File: config.mk
export PLATFORM = sky130hd
export DESIGN_NAME = uart_rx_fifo_writer_flat
export DESIGN_NICKNAME = d
export VERILOG_FILES = /design/src/rtl/uart_rx_fifo_writer_if.sv /design/src/rtl/uart_rx_fifo_writer.sv /design/src/flat_wrapper.sv
export SDC_FILE = /design/constraint.sdc
export NUM_CORES = 1
export LEC_CHECK = 0
export BUFFER_PORTS_ARGS = -buffer_cell sky130_fd_sc_hd__buf_2
export CORE_MARGIN = 1.5
export CORE_UTILIZATION = 30
export DETAILED_ROUTE_END_ITERATION = 10
export PLACE_DENSITY_LB_ADDON = 0.05
export SLEW_MARGIN = 20
export SYNTH_ARGS = -nofsm -noshare
export SYNTH_HDL_FRONTEND = slang
export SYNTH_SLANG_ARGS = --single-unit
File: constraint.sdc
create_clock -name clk -period 5.35 [get_ports clk]
set_input_delay 0.2675 -clock clk [delete_from_list [all_inputs] [get_ports clk]]
set_output_delay 0.2675 -clock clk [all_outputs]
set_load 0.05 [all_outputs]
File: src/rtl/uart_rx_fifo_writer_if.sv
// Receive-FIFO write port: byte, push strobe and back-pressure flag.
interface uart_rx_fifo_writer_if;
    logic [7:0] rx_data;
    logic       rx_push;
    logic       full;

    modport master (
        output rx_data,
        output rx_push,
        input  full
    );

    modport slave (
        input  rx_data,
        input  rx_push,
        output full
    );
endinterface

File: src/rtl/uart_rx_fifo_writer.sv
// 16x-oversampled UART receiver that pushes good bytes into the RX FIFO.
// Define UART_RX_PARITY_EN for 8E1 framing with a parity_err output.
module uart_rx_fifo_writer #(
    parameter int CLK_FREQ = 100_000_000,
    parameter int BAUD     = 9600
) (
    input  logic clk,
    input  logic rst,
    input  logic rx,
    uart_rx_fifo_writer_if.master fifo,
    output logic rx_busy,
    output logic frame_err,
`ifdef UART_RX_PARITY_EN
    output logic parity_err,
`endif
    output logic overrun_err
);

    localparam int DIV = CLK_FREQ / (BAUD * 16);
    localparam int CW  = (DIV > 1) ? $clog2(DIV) : 1;

    typedef enum logic [2:0] {
        S_IDLE,
        S_START,
        S_DATA,
`ifdef UART_RX_PARITY_EN
        S_PARITY,
`endif
        S_STOP
    } state_t;

    logic          r_sync1;
    logic          r_sync2;
    logic [CW-1:0] r_cnt;
    logic          w_tick;
    logic          w_rx_s;

    state_t        r_state, w_state;
    logic [3:0]    r_s, w_s;
    logic [2:0]    r_b, w_b;
    logic [7:0]    r_shreg, w_shreg;
    logic [7:0]    r_data, w_data;
    logic          r_armed, w_armed;
    logic          r_push, w_push;
    logic          r_ferr, w_ferr;
    logic          r_oerr, w_oerr;
    logic          w_par_bad;
`ifdef UART_RX_PARITY_EN
    logic          r_par, w_par;
    logic          r_perr, w_perr;
`endif

    assign w_rx_s = r_sync2;
    assign w_tick = (r_cnt == CW'(DIV - 1));

    always_ff @(posedge clk) begin
        if (!rst) begin
            r_sync1 <= 1'b1;
            r_sync2 <= 1'b1;
            r_cnt   <= '0;
        end else begin
            r_sync1 <= rx;
            r_sync2 <= r_sync1;
            r_cnt   <= w_tick ? '0 : r_cnt + 1'b1;
        end
    end

`ifdef UART_RX_PARITY_EN
    // Even parity: data ones plus parity bit must be even.
    assign w_par_bad = ^r_shreg ^ r_par;
`else
    assign w_par_bad = 1'b0;
`endif

    always_ff @(posedge clk) begin
        if (!rst) begin
            r_state <= S_IDLE;
            r_s     <= '0;
            r_b     <= '0;
            r_shreg <= '0;
            r_data  <= '0;
            r_armed <= 1'b1;
            r_push  <= 1'b0;
            r_ferr  <= 1'b0;
            r_oerr  <= 1'b0;
`ifdef UART_RX_PARITY_EN
            r_par   <= 1'b0;
            r_perr  <= 1'b0;
`endif
        end else begin
            r_state <= w_state;
            r_s     <= w_s;
            r_b     <= w_b;
            r_shreg <= w_shreg;
            r_data  <= w_data;
            r_armed <= w_armed;
            r_push  <= w_push;
            r_ferr  <= w_ferr;
            r_oerr  <= w_oerr;
`ifdef UART_RX_PARITY_EN
            r_par   <= w_par;
            r_perr  <= w_perr;
`endif
        end
    end

    always_comb begin
        w_state = r_state;
        w_s     = r_s;
        w_b     = r_b;
        w_shreg = r_shreg;
        w_data  = r_data;
        w_armed = r_armed;
        w_push  = 1'b0;
        w_ferr  = 1'b0;
        w_oerr  = 1'b0;
`ifdef UART_RX_PARITY_EN
        w_par   = r_par;
        w_perr  = 1'b0;
`endif
        unique case (r_state)
            S_IDLE: begin
                // After a framing error the line must go high before a new start.
                if (!r_armed) begin
                    if (w_rx_s) w_armed = 1'b1;
                end else if (!w_rx_s) begin
                    w_state = S_START;
                    w_s     = '0;
                end
            end
            S_START: begin
                if (w_tick) begin
                    if (r_s == 4'd7) begin
                        if (!w_rx_s) begin
                            w_state = S_DATA;
                            w_s     = '0;
                            w_b     = '0;
                        end else begin
                            w_state = S_IDLE;
                        end
                    end else begin
                        w_s = r_s + 4'd1;
                    end
                end
            end
            S_DATA: begin
                if (w_tick) begin
                    if (r_s == 4'd15) begin
                        w_shreg = {w_rx_s, r_shreg[7:1]};
                        w_s     = '0;
                        if (r_b == 3'd7) begin
`ifdef UART_RX_PARITY_EN
                            w_state = S_PARITY;
`else
                            w_state = S_STOP;
`endif
                        end else begin
                            w_b = r_b + 3'd1;
                        end
                    end else begin
                        w_s = r_s + 4'd1;
                    end
                end
            end
`ifdef UART_RX_PARITY_EN
            S_PARITY: begin
                if (w_tick) begin
                    if (r_s == 4'd15) begin
                        w_par   = w_rx_s;
                        w_s     = '0;
                        w_state = S_STOP;
                    end else begin
                        w_s = r_s + 4'd1;
                    end
                end
            end
`endif
            S_STOP: begin
                if (w_tick) begin
                    if (r_s == 4'd15) begin
                        w_state = S_IDLE;
                        w_s     = '0;
                        w_armed = w_rx_s;
                        if (!w_rx_s) begin
                            w_ferr = 1'b1;
                        end else if (w_par_bad) begin
`ifdef UART_RX_PARITY_EN
                            w_perr = 1'b1;
`endif
                        end else if (fifo.full) begin
                            w_data = r_shreg;
                            w_oerr = 1'b1;
                        end else begin
                            w_data = r_shreg;
                            w_push = 1'b1;
                        end
                    end else begin
                        w_s = r_s + 4'd1;
                    end
                end
            end
            default: begin
                w_state = S_IDLE;
            end
        endcase
    end

    assign fifo.rx_data = r_data;
    assign fifo.rx_push = r_push;
    assign rx_busy      = (r_state != S_IDLE);
    assign frame_err    = r_ferr;
    assign overrun_err  = r_oerr;
`ifdef UART_RX_PARITY_EN
    assign parity_err   = r_perr;
`endif

endmodule

File: src/flat_wrapper.sv
// flat-port wrapper written by rule: the top's interface ports become plain ports
module uart_rx_fifo_writer_flat 
#(
    parameter int CLK_FREQ = 100_000_000,
    parameter int BAUD     = 9600
)
  (clk, rst, rx, rx_busy, frame_err, overrun_err, fifo_rx_data, fifo_rx_push, fifo_full);
  uart_rx_fifo_writer_if fifo_i ();
  input  logic clk;
  input  logic rst;
  input  logic rx;
  output logic rx_busy;
  output logic frame_err;
  output logic overrun_err;
  output wire logic [$bits(fifo_i.rx_data)-1:0] fifo_rx_data;
  output wire logic [$bits(fifo_i.rx_push)-1:0] fifo_rx_push;
  input wire logic [$bits(fifo_i.full)-1:0] fifo_full;
  assign fifo_rx_data = fifo_i.rx_data;
  assign fifo_rx_push = fifo_i.rx_push;
  assign fifo_i.full = fifo_full;
  uart_rx_fifo_writer #(.CLK_FREQ(CLK_FREQ), .BAUD(BAUD)) u_core (.clk(clk), .rst(rst), .rx(rx), .fifo(fifo_i), .rx_busy(rx_busy), .frame_err(frame_err), .overrun_err(overrun_err));
endmodule
==> impl_summary.txt, run 1 <==
----------------------------------------------------
[Run status]
  Result of the run ... complete, no violations

[Floorplan]
  Die area ... 6200 µm²
  Floorplan die height ... 78.7 µm
  Die span in x ... 78.7 µm
  Standard cell core area ... 5510 µm²
  Starting Density ... 31.2%
  Row count ... 27
  Ports placed on the boundary ... 16

[Detailed routing]
  DRC violations left ... 0
  Routed wirelength normalized by instance count ... 11.6 µm
  DR WL met2 ... 1.48 mm
  Violation count after the first detailed-routing iteration ... 67
  Detailed route wirelength on metal3 ... 100 µm
  Detail-routed via count per cell ... 4.88
  First-pass detailed-route iteration total ... 4
  Vias ... 1381
  Top layer reached by signal wires ... met4
  Length of routed wiring on met1 ... 1.65 mm
  Final antenna-violating net count ... 0
  Routed Wire Length ... 3.29 mm

[Placement]
  Half-perimeter wire length after placement ... 2.33 mm
  Setup slack at placement ... 3.05 ns
  Number of buffers inserted by port buffering ... 15
  GP Congestion ... 0.751

[Clocking]
  CTS Hold Bufs ... 0
  Clock transition at path regs ... 0.07 ns
  Number of H-tree branching levels ... 2
  Bufs on Longest Clock Path ... 2
  Count of cells resized by post-cts repair ... 0
  Root Buffer Master ... sky130_fd_sc_hd__clkbuf_8
  Later-pin clock latency in the skew report ... 0.29 ns
  Clock buffer count from CTS ... 5
  Clock tree from TritonCTS ... done
  Sink count of the clock tree ... 41
  Number of buffers inserted to repair setup after CTS ... 0

[Power]
  Leakage ... 0.738 nW
  Power per Cell Area ... 278 nW/µm²
  Switching part of the total power ... 22.2%
  Combinational group share of total power ... 4.3%
  Peak ir drop on the vdd network ... 0.000129 V
  Sequential power share ... 58.2%
  Switching component of the power ... 0.119 mW
  Cell-internal power ... 0.418 mW
  Relative contribution of the clock network to total power ... 37.5%

[STA]
  Worst max-slew margin expressed relative to the limit ... 55.9%
  Final Hold Vio Count ... 0
  Largest clock skew in the final design ... 0.00428 ns
  Max-slew violation count ... 0
  Top achievable clock speed ... 453 MHz
  Crit path setup slack, layout ... 3.14 ns
  Final critical path time including I/O delays and setup ... 2.21 ns
  Setup violations, final ... 0
  Final sum of negative setup slack ... 0 ns
  Tcrit/Tclk final ... 41.2%
  Worst-Margin Slew ... 0.661 ns
  Unrepaired setup endpoints after global routing ... no

[Worst setup path]
  Critical path fanouts, max ... 16
  Standard cell with the maximum stage delay on the critical path ... sky130_fd_sc_hd__or4_4
  Crit path largest cell delay ... 0.58 ns
  Critical path's most frequent cell ... sky130_fd_sc_hd__nand3_1
  Startpoint Class ... register
  Sequence of cells on the critical path ... or4_4 -> nor3_2 -> nand3_1 -> nand3_1 -> o21ai_0
  Top cell family by delay on the critical path ... simple AND/OR/NAND/NOR gates
  Critical Path End Type ... register
  Arr. time, crit path ... 2.36 ns
  Crit path required time ... 5.51 ns
  Critical path class ... reg2reg
  Buffers and inverters on the worst path ... 0

[Synth]
  Async set or reset register ratio after synthesis ... 0%
  Post-synthesis instance total ... 197
  Synth Register Bits ... 41
  Sequential fraction of the synthesis area ... 47.7%
  Area of the mapped netlist ... 1720 µm²
  Count of warnings emitted by yosys ... 0
  Count of different cell masters after synthesis ... 35
  Number of enable-type register cells in the synthesized netlist ... 0
  Net Count, Synth ... 206
  Most common flop cell mapped by yosys ... sky130_fd_sc_hd__dfxtp_1
  Average instance area after synthesis ... 8.73 µm²

[GRT]
  Largest net degree at the start of global routing ... 41
  Wire length of the first global-routing pass ... 5.95 mm
  Overflow left after global routing ... 0
  Global router's overall resource usage ... 12.2%
  Number of global-route vias before repair ... 1354
  Antenna violations before repair ... 0

[Layout]
  Number of antenna cells inserted ... 0
  Post-synthesis to final-layout area growth ... 12.4%
  Net total in the final layout ... 220
  Share of cells above drive strength 1 ... 12.8%
  Layout Utilization ... 35.1%

[Hold path]
  Min-Delay Path Class ... in2reg

[Job]
  Max cap viols ... 0

----------------------------------------------------
==> path summary, 6_finish.rpt <==
check	cells past startpoint	end	slack, ns	startpoint
max reg2reg	5	u_core.fifo.rx_data[0]	3.14	u_core.r_cnt[2]
max	5	u_core.fifo.rx_data[0]	3.14	u_core.r_cnt[2]
min	2	u_core.fifo.rx_push	0.13	fifo_full
min reg2reg	1	u_core.r_sync2	0.41	u_core.r_sync1
==> cells in the final DEF, fill, tap and decap left out, types with 2 or more instances in the layout <==
cell	netlist	routed
sky130_fd_sc_hd__and3_1	4	4
sky130_fd_sc_hd__inv_1	6	6
sky130_fd_sc_hd__clkbuf_8	0	6
sky130_fd_sc_hd__and4_1	2	2
sky130_fd_sc_hd__nand2b_1	6	6
sky130_fd_sc_hd__xnor2_1	5	5
sky130_fd_sc_hd__dfxtp_1	41	41
sky130_fd_sc_hd__o21ai_1	2	2
sky130_fd_sc_hd__nor2_1	16	16
sky130_fd_sc_hd__a21oi_1	3	3
sky130_fd_sc_hd__and2_1	2	2
sky130_fd_sc_hd__nor3_1	5	5
sky130_fd_sc_hd__nand2_1	23	23
sky130_fd_sc_hd__nor4_1	2	2
sky130_fd_sc_hd__o21ai_0	20	20
sky130_fd_sc_hd__buf_2	1	15
sky130_fd_sc_hd__o22ai_1	3	3
sky130_fd_sc_hd__o211ai_1	3	3
sky130_fd_sc_hd__nand4b_1	2	2
sky130_fd_sc_hd__a22o_1	2	2
sky130_fd_sc_hd__nand3_1	23	23
sky130_fd_sc_hd__xor2_1	4	4
sky130_fd_sc_hd__ha_1	5	5
==> registers in the layout, indices dropped and copies added, names as in the netlist <==
register and count:
u_core.r_s 4, u_core.fifo.rx_push 1, u_core.r_cnt 10, u_core.r_armed 1, u_core.overrun_err 1, u_core.r_sync2 1
u_core.r_b 3, u_core.r_sync1 1, u_core.fifo.rx_data 8, u_core.r_state 2, u_core.frame_err 1, u_core.r_shreg 8
==> layout make-up <==
cell class              instances  area [µm²]
multi-input cells             142         838
fillers                       592        3570
inverters                       6        22.5
repair buffers                 15        75.1
well taps                      72        90.1
clock buffers                   7        86.3
flip-flops and latches         41         821
==> metrics by stage <==
step / power [mW] / cells / instance area (µm²) / hold WS, ns
2_1_floorplan: 0.337 / 197 / 1720 / 0.339
6_report: 0.537 / 283 / 1930 / 0.134
4_1_cts: 0.545 / 283 / 1930 / 0.125
5_1_grt: 0.561 / 283 / 1930 / 0.123
3_5_place_dp: 0.343 / 276 / 1850 / 0.395
3_3_place_gp: 0.343 / 276 / 1850 / 0.391
==> worst register-to-register path, cell delays in order (launching register included) <==
cell and delay [ns]:
sky130_fd_sc_hd__dfxtp_1 0.35, sky130_fd_sc_hd__or4_4 0.58, sky130_fd_sc_hd__nor3_2 0.38, sky130_fd_sc_hd__nand3_1 0.46, sky130_fd_sc_hd__nand3_1 0.21, sky130_fd_sc_hd__o21ai_0 0.10
==> kinds of logic after synthesis <==
family,Yosys count,share of synthesized area (%)
xor+xnor,9,4.58
compound gates,37,12.5
flops,41,47.7
fa+ha+maj,5,3.64
buf+inv,14,3.56
mux,1,0.654
simple gates,90,27.3
==> synthesized netlist by cell type (2+ instances only) <==
| library cell | n | area, µm² |
|---|---|---|
| sky130_fd_sc_hd__a21oi_1 | 3 | 15.0 |
| sky130_fd_sc_hd__nand3_1 | 23 | 115 |
| sky130_fd_sc_hd__inv_1 | 6 | 22.5 |
| sky130_fd_sc_hd__o22ai_1 | 3 | 18.8 |
| sky130_fd_sc_hd__xor2_1 | 4 | 35.0 |
| sky130_fd_sc_hd__nor3_1 | 5 | 25.0 |
| sky130_fd_sc_hd__clkbuf_1 | 5 | 18.8 |
| sky130_fd_sc_hd__o21ai_0 | 20 | 100 |
| sky130_fd_sc_hd__o211ai_1 | 3 | 22.5 |
| sky130_fd_sc_hd__nand4b_1 | 2 | 17.5 |
| sky130_fd_sc_hd__and4_1 | 2 | 17.5 |
| sky130_fd_sc_hd__nor4_1 | 2 | 12.5 |
| sky130_fd_sc_hd__a22o_1 | 2 | 17.5 |
| sky130_fd_sc_hd__o21ai_1 | 2 | 10.0 |
| sky130_fd_sc_hd__nand2b_1 | 6 | 37.5 |
| sky130_fd_sc_hd__ha_1 | 5 | 62.6 |
| sky130_fd_sc_hd__and2_1 | 2 | 12.5 |
| sky130_fd_sc_hd__dfxtp_1 | 41 | 821 |
| sky130_fd_sc_hd__and3_1 | 4 | 25.0 |
| sky130_fd_sc_hd__xnor2_1 | 5 | 43.8 |
| sky130_fd_sc_hd__nor2_1 | 16 | 60.1 |
| sky130_fd_sc_hd__nand2_1 | 23 | 86.3 |
==> power by group through the flow <==
stage / Clock [mW] / Combinational (mW) / Sequential (mW)
2_1_floorplan: 0 / 0.0180 / 0.319
3_3_place_gp: 0 / 0.0231 / 0.320
3_5_place_dp: 0 / 0.0233 / 0.320
4_1_cts: 0.209 / 0.0234 / 0.313
5_1_grt: 0.221 / 0.0267 / 0.313
6_report: 0.201 / 0.0229 / 0.313
==> routing by layer <==
metal,track usage [%],vias to the layer above
met3,3.79,6
met4,4.82,0
met2,20.0,18
met5,0,-
met1,14.9,639
li1,-,718
Note: power is estimated with default switching activity, not from simulation.
==> inputs of run 2 (changes only) <==
- ABC_AREA: not set -> 1
- clock period: 5.35 -> 2 ns (I/O delays scaled with it)
==> impl_summary.txt, run 2 <==
----------------------------------------------------
[Worst setup path]
  Crit path required time ... 2.19 ns
  Reg-to-reg setup timing slack ... 0.32 ns
  Critical path class ... reg2reg
  Reg-to-reg critical path endpoint ... u_core.r_b[0]
  Top cell family by delay on the critical path ... simple AND/OR/NAND/NOR gates
  Sequence of cells on the critical path ... ha_1 -> nand2_2 -> nor2_2 -> nand2_2 -> a21oi_2 -> nand2_2 -> nor3_1 -> nor2_1
  Critical Path End Type ... register
  Startpoint Class ... register
  Critical path fanouts, max ... 6
  Logic depth of the worst setup path including buffers ... 8
  Origin of the critical flop-to-flop path ... u_core.r_s[0]
  Cell depth of the worst flop-to-flop path ... 8
  Standard cell with the maximum stage delay on the critical path ... sky130_fd_sc_hd__dfxtp_1
  Buffers and inverters on the worst path ... 0
  Arr. time, crit path ... 1.87 ns
  Critical path's most frequent cell ... sky130_fd_sc_hd__nand2_2
  Crit path largest cell delay ... 0.41 ns

[Detailed routing]
  DRC violations left ... 0
  Routed wirelength normalized by instance count ... 11.3 µm
  DR WL met2 ... 1.94 mm
  Top layer reached by signal wires ... met4
  First-pass detailed-route iteration total ... 4
  Routed Wire Length ... 4.46 mm
  Final antenna-violating net count ... 0
  Detail-routed via count per cell ... 4.58
  Violation count after the first detailed-routing iteration ... 59
  Vias ... 1800
  Length of routed wiring on met1 ... 2.29 mm
  Detailed route wirelength on metal3 ... 143 µm

[STA]
  Top achievable clock speed ... 595 MHz
  Largest clock skew in the final design ... 0.00529 ns
  Worst-Margin Slew ... 0.384 ns
  Setup violations, final ... 0
  Final sum of negative setup slack ... 0 ns
  Final critical path time including I/O delays and setup ... 1.68 ns
  Unrepaired setup endpoints after global routing ... no
  Max-slew violation count ... 0
  Final Hold Vio Count ... 0
  Worst max-slew margin expressed relative to the limit ... 74.3%
  Tcrit/Tclk final ... 84.0%

[Synth]
  Count of warnings emitted by yosys ... 0
  Count of different cell masters after synthesis ... 30
  Ranking of synthesized cells by area ... sky130_fd_sc_hd__dfxtp_1 40%, sky130_fd_sc_hd__nand2_1 12%, sky130_fd_sc_hd__nor2_1 9.0%
  Leading cell type by number of instances after synthesis ... sky130_fd_sc_hd__nand2_1
  Area of the mapped netlist ... 2040 µm²
  Cell type contributing the most total cell area after synthesis ... sky130_fd_sc_hd__dfxtp_1
  Synth Register Bits ... 41
  Net Count, Synth ... 304
  Most common flop cell mapped by yosys ... sky130_fd_sc_hd__dfxtp_1
  Sequential fraction of the synthesis area ... 40.2%
  Number of enable-type register cells in the synthesized netlist ... 0
  Post-synthesis instance total ... 295
  Top-area cell type share of the netlist area ... 40.2%
  Average instance area after synthesis ... 6.93 µm²
  Most numerous cell types in the synthesized netlist ... 67 x sky130_fd_sc_hd__nand2_1, 49 x sky130_fd_sc_hd__nor2_1, 41 x sky130_fd_sc_hd__dfxtp_1
  Async set or reset register ratio after synthesis ... 0%

[Floorplan]
  Die area ... 7310 µm²
  Floorplan die height ... 85.5 µm
  Standard cell core area ... 6460 µm²
  Row count ... 29
  Ports placed on the boundary ... 16
  Die span in x ... 85.5 µm
  Starting Density ... 31.6%

[Hold path]
  Min-Delay Path Class ... in2reg
  Start point of the worst hold path ... rst
  Number of cells on the worst hold path ... 3
  Hold endpoint ... u_core.fifo.rx_data[3]

[Placement]
  GP Congestion ... 0.751
  Half-perimeter wire length after placement ... 3.33 mm
  Number of buffers inserted by port buffering ... 15
  Area after detailed placement ... 2200 µm²

[Layout]
  Largest register FFs ... 10
  Leading cell type in the layout, fill and taps excluded ... sky130_fd_sc_hd__nand2_1
  Share of cells above drive strength 1 ... 15.5%
  Highest-count cells in the layout ignoring fill and taps ... 67 x sky130_fd_sc_hd__nand2_1, 49 x sky130_fd_sc_hd__nor2_1, 41 x sky130_fd_sc_hd__dfxtp_1
  Post-synthesis to final-layout area growth ... 14.1%
  Number of antenna cells inserted ... 0
  Largest register by flop count ... u_core.r_cnt
  Net total in the final layout ... 324
  Finished layout cell area ... 2330 µm²

[Clocking]
  Clock tree from TritonCTS ... done
  Root Buffer Master ... sky130_fd_sc_hd__clkbuf_8
  Sink count of the clock tree ... 41
  Later-pin clock latency in the skew report ... 0.30 ns
  Number of buffers inserted to repair setup after CTS ... 0
  Number of H-tree branching levels ... 2
  Clock transition at path regs ... 0.08 ns
  Bufs on Longest Clock Path ... 2
  Clock buffer count from CTS ... 5

[GRT]
  Overflow left after global routing ... 0
  Antenna violations before repair ... 0
  Global router's overall resource usage ... 13.4%
  Largest net degree at the start of global routing ... 20
  Wire length of the first global-routing pass ... 7.91 mm
  Number of global-route vias before repair ... 1762

[Run status]
  Result of the run ... complete, no violations

[Job]
  Max cap viols ... 0

[Power]
  Leakage ... 1.09 nW
  Power per Cell Area ... 759 nW/µm²
  Peak ir drop on the vdd network ... 0.000306 V

----------------------------------------------------
[run 2: repair_timing]
item / in CTS / in global routing
gates resized for setup: 0 / 0
hold buffers: 2 / 0
endpoints found under the hold margin: 2 / 0
[run 2: worst min-delay path: stages]
cell	delay, ns
sky130_fd_sc_hd__buf_2	0.14
sky130_fd_sc_hd__nand2_1	0.07
sky130_fd_sc_hd__nor2_1	0.03
[run 2: logic make-up (layout without fill, tap and decap cells)]
group,Yosys count,in the layout,synth area share [%]
simple gates,173,173,39.3
buf+inv,44,65,8.76
flops,41,41,40.2
compound gates,32,32,8.70
fa+ha+maj,5,5,3.06
[run 2: worst max-delay path by stage]
stage | from | end | slack (ns)
2_1_floorplan | u_core.r_state[1] | u_core.r_s[0] | 0.45
3_3_place_gp | u_core.r_s[1] | u_core.r_shreg[5] | 0.34
3_5_place_dp | u_core.r_s[1] | u_core.fifo.rx_data[4] | 0.33
4_1_cts | u_core.r_s[1] | u_core.fifo.rx_data[4] | 0.32
5_1_grt | u_core.r_s[1] | u_core.r_b[2] | 0.12
6_report | u_core.r_s[0] | u_core.r_b[0] | 0.32
[run 2: cell type report]
| type | count | area, µm² |
|---|---|---|
| inverters | 37 | 139 |
| repair buffers | 20 | 118 |
| clock buffers | 5 | 68.8 |
| multi-input cells | 210 | 1040 |
| fillers | 705 | 4130 |
| clock inverters | 3 | 46.3 |
| flip-flops and latches | 41 | 821 |
| well taps | 77 | 96.3 |
[run 2: stage by stage]
step	hold slack, ns	total power, mW	std cells	setup slack, ns	util, %
6_report	0.0854	1.77	393	0.321	36.1
5_1_grt	0.110	1.87	393	0.124	36.1
4_1_cts	0.0783	1.80	393	0.317	36.1
3_5_place_dp	0.288	1.11	383	0.333	34.0
3_3_place_gp	0.286	1.11	383	0.339	34.0
2_1_floorplan	0.171	1.05	295	0.448	-
[run 2: per-layer routing]
metal	vias to the layer above	global-route usage, %
li1	974	-
met1	796	18.0
met2	22	21.1
met3	8	3.27
met4	0	4.69
met5	-	0
[run 2: report_power, final]
| part | leakage [nW] | total (mW) | internal, mW | switching [mW] |
|---|---|---|---|---|
| Combinational | 0.704 | 0.226 | 0.0670 | 0.159 |
| Sequential | 0.332 | 0.861 | 0.835 | 0.0253 |
| Clock | 0.0543 | 0.684 | 0.374 | 0.310 |
